--- src/rtl/sipo_frame_ctrl.sv ---
// Serial-in / parallel-out frame receiver: start bit, WIDTH data bits MSB-first,
// optional even parity, stop bit; delivers frames through a valid/ready slot.
module sipo_frame_ctrl #(
  parameter int WIDTH     = 8,
  parameter bit PARITY_EN = 1'b1
) (
  input  logic             clk,
  input  logic             rst,
  input  logic             sin,
  input  logic             bit_en,
  output logic [WIDTH-1:0] po,
  output logic             po_valid,
  input  logic             po_ready,
  output logic             busy,
  output logic             frame_err,
  output logic             par_err,
  output logic             ovr_err
);

  localparam int CW = (WIDTH > 2) ? $clog2(WIDTH) : 1;
  localparam logic [CW-1:0] LAST_BIT = CW'(WIDTH - 1);

  typedef enum logic [1:0] {
    IDLE,
    SHIFT,
    PARITY,
    STOP
  } state_t;

  state_t           state;
  state_t           state_next;
  logic [WIDTH-1:0] shreg;
  logic [CW-1:0]    cnt;
  logic             par_bad;
  logic             stop_strobe;
  logic             frame_good;
  logic             slot_free;

  // NOTE: sequential state uses non-blocking (<=) so every register samples
  // pre-edge values; blocking here would create order-dependent races.
  always_ff @(posedge clk) begin
    if (rst) state <= IDLE;
    else     state <= state_next;
  end

  // NOTE: next-state defaults to hold before any branch, so no path leaves
  // state_next unassigned and no latch is inferred.
  always_comb begin
    state_next = state;
    if (bit_en) begin
      unique case (state)
        IDLE:    if (!sin) state_next = SHIFT;
        SHIFT:   if (cnt == LAST_BIT) state_next = PARITY_EN ? PARITY : STOP;
        PARITY:  state_next = STOP;
        STOP:    state_next = IDLE;
        default: state_next = IDLE;
      endcase
    end
  end

  assign busy        = (state != IDLE);
  assign stop_strobe = bit_en && (state == STOP);
  assign frame_good  = sin && !par_bad;
  assign slot_free   = !po_valid || po_ready;

  // Counter saturates at the last data bit instead of wrapping.
  always_ff @(posedge clk) begin
    if (rst) begin
      shreg   <= '0;
      cnt     <= '0;
      par_bad <= 1'b0;
    end else if (bit_en) begin
      unique case (state)
        IDLE: begin
          if (!sin) begin
            cnt     <= '0;
            par_bad <= 1'b0;
          end
        end
        SHIFT: begin
          shreg <= {shreg[WIDTH-2:0], sin};
          if (cnt != LAST_BIT) cnt <= cnt + 1'b1;
        end
        PARITY:  par_bad <= (^shreg) ^ sin;
        default: ;
      endcase
    end
  end

  // Error flags default low every cycle, which makes each one a single-cycle pulse.
  always_ff @(posedge clk) begin
    if (rst) begin
      po        <= '0;
      po_valid  <= 1'b0;
      frame_err <= 1'b0;
      par_err   <= 1'b0;
      ovr_err   <= 1'b0;
    end else begin
      frame_err <= 1'b0;
      par_err   <= 1'b0;
      ovr_err   <= 1'b0;
      if (po_valid && po_ready) po_valid <= 1'b0;
      if (stop_strobe) begin
        if (frame_good) begin
          if (slot_free) begin
            po       <= shreg;
            po_valid <= 1'b1;
          end else begin
            ovr_err <= 1'b1;
          end
        end else begin
          frame_err <= !sin;
          par_err   <= par_bad;
        end
      end
    end
  end

endmodule

--- config.mk ---
export PLATFORM = sky130hd
export DESIGN_NAME = sipo_frame_ctrl
export DESIGN_NICKNAME = d
export VERILOG_FILES = /design/src/rtl/sipo_frame_ctrl.sv
export SDC_FILE = /design/constraint.sdc
export NUM_CORES = 1
export LEC_CHECK = 0
export BUFFER_PORTS_ARGS = -buffer_cell sky130_fd_sc_hd__buf_2
export CORE_AREA = 2 2 61 63
export CTS_CLUSTER_SIZE = 28
export DETAILED_ROUTE_END_ITERATION = 8
export DIE_AREA = 0 0 63 65
export MAX_ROUTING_LAYER = met4
export PLACE_DENSITY = 0.56
export SYNTH_ARGS = -nofsm -noshare
export SYNTH_HDL_FRONTEND = slang
export SYNTH_SLANG_ARGS = --single-unit
--- constraint.sdc ---
create_clock -name clk -period 1.6 [get_ports clk]
set_input_delay 0.4 -clock clk [delete_from_list [all_inputs] [get_ports clk]]
set_output_delay 0.4 -clock clk [all_outputs]
set_load 0.005 [all_outputs]
==> flow_summary.toml, run 1 <==
[logic_synthesis]
ys_types = 23
synth-edff-count = 0
synth_common_cells = "dfxtp_1 (26), nor2_1 (13), mux2i_1 (12), nand2_1 (12), a21oi_1 (10)"
synth_ff_type = "dfxtp_1"
ys_warn_count = 0
yosys.area.top_type = "dfxtp_1"
async_flop_share_pct = 0
syn_nets = 134
synth-seq-cells = 26
synth_area_per_cell_sq_um = 9.353
syn_area_sq_um = 1141
synth_top_area_share_pct = 45.61
ys_top_cells_by_area = "dfxtp_1 (46%), mux2i_1 (11%), ha_1 (7.7%)"
synth.most_common_cell = "dfxtp_1"
synth_cells = 122
yosysSeqAreaShare_pct = 45.61

[critical_path]
start_kind = "flip-flop"
critPathCaptureType = "primary output"
path_class = "flip-flop to primary output"
cpMaxStageDelayCell = "dfxtp_2"
cp.buffers_inverters = 3
arrival_ns = 1.10
cp.required_ns = 1.20
cp_slowest_stage_delay_ns = 0.38
crit_chain = "inv_2 -> ha_4 -> inv_1 -> buf_2"
path_delay_family = "flip-flops"
cp_max_fo = 4

[floorplan]
die_x_um = 63
dieArea_sq_um = 4095
initial_core_util_pct = 32.64
rows = 22
coreArea_sq_um = 3496
ios = 18
die_y_um = 65

[cts]
clock_sinks = 26
post_cts_buffers = 0
insertion_delay_ns = 0.32
cts_made_buffers = 3
cts_buffer_depth = 2
cts_root_buf = "clkbuf_4"
cts_tree = "built"
path_clk_slew_ns = 0.14
cts_hold_buf = 0
cts_max_level = 1

[detailed_routing]
vias = 865
viasPerCell = 4.553
drt.antenna.violating_nets = 0
drt_iter0_drc = 20
wire_per_inst_um = 11.20
drc = 0
drtPass1Iterations = 4
routed_wl_mm = 2.128

[global_route]
grt_pass1_vias = 793
grt_max_degree = 19
grt_util_all_layers_pct = 11.20
grt_antenna_before_repair = 0
grt_overflow = 0
grt_pass1_wl_mm = 3.477

[sta]
post-route-period-util_pct = 93.73
finalCriticalPeriod_ns = 1.500
rsz0062_at_grt = "no"
final.setup.tns_ns = 0
setup_viol = 0
finalMaxSlewViolations = 0
fin_ws_ns = 0.1003
clock_skew_ns = 0.002155
worst_pin_slew_ns = 0.2758
fin_hold_ws_ns = 0.3353
slew_headroom_pct = 81.61
max_freq_mhz = 666.8
hold_viol = 0

[cells_and_area]
nets = 155
drive_above_1_share_pct = 23.24
diodes = 0
postLayoutCoreUtil_pct = 39.30
syn2layout_area_growth_pct = 20.39

[pwr]
peakVddDrop_mv = 0.3579
power.density_nw_per_um2 = 908.5
p_leak_nw = 0.5913

[place]
portBuffers = 17
dp_hpwl_mm = 1.588
place_congestion = 0.6786
preCtsSetupSlack_ns = -0.01528

[worst_hold_path]
hold_class = "input pin to flip-flop"

[job]
drv_cap = 0

[outcome]
run_status = "complete, no violations"
[cell families (layout without fill, tap and decap cells)]
kind of cell,after synthesis,in the layout,synth area share [%]
xor gates and xnor gates,7,7,6.688
and+or+nand+nor,47,47,19.30
DFF,26,26,45.61
muxes,12,12,10.53
buffers and inverters,9,29,3.070
AOI/OAI and AO/OA,14,14,7.127
adders and majority gates,7,7,7.675
[state kept, by name (all words and copies together), names as in the netlist]
name,flops
cnt,3
frame_err,1
ovr_err,1
par_bad,1
par_err,1
po,8
po_valid,1
shreg,8
state,2
[layer usage]
metal | track usage (%) | share of wire [%] | vias to the layer above | routed length [um]
met5 | - | 0 | - | 0
met4 | 6.667 | 0 | 0 | 0
met3 | 2.257 | 3.0 | 0 | 63
met2 | 19.28 | 53 | 15 | 1129
met1 | 11.97 | 44 | 400 | 936
li1 | - | - | 450 | -
[final cells by class]
type / instances / area (sq um)
Timing Repair Buffer: 22 / 122.6
Sequential cell: 26 / 523.0
Clock buffer: 3 / 22.52
Clock inverter: 1 / 30.03
Fill cell: 358 / 2122
Inverter: 3 / 11.26
Multi-Input combinational cell: 87 / 604.3
Tap cell: 48 / 60.06
[report_power, final]
part / internal (mW) / switching, mW / total (mW)
Clock: 0.253 / 0.198 / 0.451
Combinational: 0.0582 / 0.0746 / 0.133
Sequential: 0.656 / 0.00753 / 0.664
[final timing paths]
| kind | start | to | slack (ns) | cells after the start |
|---|---|---|---|---|
| worst min-delay path | rst | state[1] | 0.34 | 2 |
| worst max-delay path | state[1] | busy | 0.10 | 4 |
| worst min register to register | po[5] | po[5] | 0.50 | 2 |
| worst max register to register | shreg[7] | par_bad | 0.11 | 4 |
[timing repair]
action / CTS / global route
endpoints found under the setup margin: 1 / 4
gates resized for setup: 4 / 3
pin swaps: 1 / 0
[per-stage QoR]
stage	cells	area (sq um)	power (mW)
detailed placement	186	1300	0.8001
global placement	186	1300	0.7938
CTS	190	1368	1.265
floorplan	122	1141	0.7604
global route	190	1374	1.314
finish	190	1374	1.248
[placed cells by master, fill, tap and decap left out, drive strengths merged]
cell,count
nor3,2
nor2b,3
dfxtp,26
xor2,1
inv,3
nand4b,1
nor2,13
clkbuf,3
a41o,1
o21ai,1
xnor3,1
buf,22
bufinv,1
nand2,12
o2111ai,1
and3,1
xnor2,5
and2,2
mux2i,12
nand2b,4
nand3,9
a21oi,10
ha,7
a211oi,1
Power figures use the tool's default switching activity.
==> run 2, diff against run 1 <==
ABC_AREA = 1   (was not set)
CORE_AREA = 2 2 62 64   (was 2 2 61 63)
DIE_AREA = 0 0 64 66   (was 0 0 63 65)
PLACE_DENSITY = 0.55   (was 0.56)
==> flow_summary.toml, run 2 <==
[outcome]
run_status = "complete, no violations"

[critical_path]
cp.required_ns = 1.20
arrival_ns = 1.12
reg2reg_to = "cnt[0]"
path_class = "flip-flop to primary output"
start_kind = "flip-flop"
cp_max_fo = 4
reg2regPathDepth = 8
rr_startpoint = "cnt[0]"
reg2reg_slack_ns = 0.12
critPathCaptureType = "primary output"

[place]
placed_cell_area_sq_um = 1324
place_congestion = 0.7971
preCtsSetupSlack_ns = 0.07035
dp_hpwl_mm = 1.775
portBuffers = 17

[global_route]
use_met2_pct = 22.79
grt_overflow = 0
grt_antenna_before_repair = 0
grt-busiest-layer = "met2"
gr-usage-met1_pct = 13.66
grt_pass1_wl_mm = 4.105
grt_max_degree = 15
grt_util_all_layers_pct = 12.49
grt_use_met3_pct = 2.044
grt_pass1_vias = 968

[sta]
fin_ws_ns = 0.08252
finalCriticalPeriod_ns = 1.517
post-route-period-util_pct = 94.84
final.setup.tns_ns = 0
worst_pin_slew_ns = 0.3305
clock_skew_ns = 0.002793
hold_viol = 0
max_freq_mhz = 659.0
finalMaxSlewViolations = 0
slew_headroom_pct = 77.91
rsz0062_at_grt = "no"
setup_viol = 0

[detailed_routing]
drt.antenna.violating_nets = 0
wire_per_inst_um = 10.45
vias = 985
drtPass1Iterations = 4
routed_wl_mm = 2.279
viasPerCell = 4.518
drt_iter0_drc = 51
drc = 0

[logic_synthesis]
synth_common_cells = "nand2_1 (30), dfxtp_1 (26), a21oi_1 (16)"
synth-seq-cells = 26
yosys.area.top_type = "dfxtp_1"
ys_types = 24
synth_cells = 151
syn_area_sq_um = 1179
synth-edff-count = 0
synth_ff_type = "dfxtp_1"
async_flop_share_pct = 0
yosysSeqAreaShare_pct = 44.16
synth_area_per_cell_sq_um = 7.805
syn_nets = 163
ys_top_cells_by_area = "dfxtp_1 (44%), nand2_1 (9.6%), ha_1 (7.4%)"
synth.most_common_cell = "nand2_1"
synth_top_area_share_pct = 44.16
ys_warn_count = 0

[cts]
cts_root_buf = "clkbuf_4"
path_clk_slew_ns = 0.14
insertion_delay_ns = 0.32
cts_made_buffers = 3
cts_hold_buf = 0
clock_sinks = 26
cts_tree = "built"
cts_max_level = 1
cts_buffer_depth = 2

[cells_and_area]
largestRegisters = "po: 8 flops, shreg: 8 flops, cnt: 3 flops"
layout_commonest_cell = "nand2_1"
seqCellArea_sq_um = 525.5
multi_input_area_sq_um = 599.3
nFillCells = 372
nets = 183
syn2layout_area_growth_pct = 18.15
diodes = 0
layout_common_cells = "nand2_1 (30), dfxtp_1 (24), buf_2 (17)"
final_area_sq_um = 1393
drive_above_1_share_pct = 22.35

[floorplan]
die_y_um = 66
die_x_um = 64
initial_core_util_pct = 33.19
coreArea_sq_um = 3551
ios = 18
rows = 22
dieArea_sq_um = 4224

[pwr]
power.density_nw_per_um2 = 914.7
p_leak_nw = 0.6202
total_power_mw = 1.274
peakVddDrop_mv = 0.4296

[job]
drv_cap = 0

[worst_hold_path]
hold_class = "input pin to flip-flop"
hold_start = "sin"
hold_path_end = "frame_err"
hold_path_depth = 2
-- run 2: cell types whose count changed after synthesis, moves of 2 or more --
cell	delta
a21oi_1	+6
a21oi_2	+2
inv_1	+12
inv_2	+2
mux2i_1	-12
nand2_1	+18
nand2_2	+2
nand2b_1	-4
nand3_1	+5
nor2_1	-5
nor2b_1	-3
o21ai_0	+11
xnor2_1	-4
-- run 2: worst max path at each step --
| stage | end | depth (start not counted) | from | slack, ns |
|---|---|---|---|---|
| 5_1_grt | busy | 4 | state[0] | 0.004 |
| 3_5_place_dp | cnt[0] | 9 | state[1] | 0.07 |
| 6_report | busy | 4 | state[0] | 0.08 |
| 4_1_cts | busy | 4 | state[1] | 0.005 |
| 2_1_floorplan | cnt[0] | 9 | state[1] | 0.22 |
| 3_3_place_gp | cnt[0] | 9 | state[1] | 0.16 |
-- run 2: through the flow --
step | hold WS [ns] | util (%) | cells
CTS | 0.2930 | 38.44 | 218
detailed placement | 0.4469 | 37.28 | 214
finish | 0.2990 | 39.22 | 218
global placement | 0.4459 | 37.28 | 214
global route | 0.3046 | 39.22 | 218
floorplan | 0.4220 | - | 151
-- run 2: what timing repair did --
item                                    CTS  global route
endpoints found under the setup margin    1             6
hold endpoints to repair                  0             0
setup buffers                             0             0
resized for setup                         4             6
-- run 2: report_power, final --
| group | switching (mW) | internal [mW] | leakage, nW |
|---|---|---|---|
| registers | 0.0317 | 0.679 | 0.212 |
| clock network | 0.197 | 0.139 | 0.0210 |
| logic | 0.135 | 0.0916 | 0.388 |
| total | 0.364 | 0.909 | 0.620 |
-- run 2: per-layer routing --
layer  share of wire [%]  vias to the layer above
li1                    -                      526
met1                  46                      441
met2                  49                       16
met3                 3.8                        2
met4                0.92                        0
met5                   0                        -
-- run 2: kinds of logic after synthesis --
| kind of cell | share of synthesized area [%] |
|---|---|
| AO/OA/AOI/OAI | 16.24 |
| flip-flops | 44.16 |
| adder cells (fa/ha/maj) | 7.431 |
| XOR/XNOR | 2.230 |
| buffers and inverters | 7.112 |
| AND/OR/NAND/NOR | 22.82 |
-- run 2: area by class of cell --
class	count	share of cell area, %
timing repair buffer	19	7.188
sequential	26	37.74
multi-input combinational	103	43.04
inverter	18	5.121
clock buffer	4	2.606
tap	48	4.313
-- run 2: critical path, stage by stage, from the launching register on --
cell and delay [ns]:
dfxtp_4 0.41, inv_4 0.05, ha_4 0.16, inv_1 0.07, buf_2 0.11
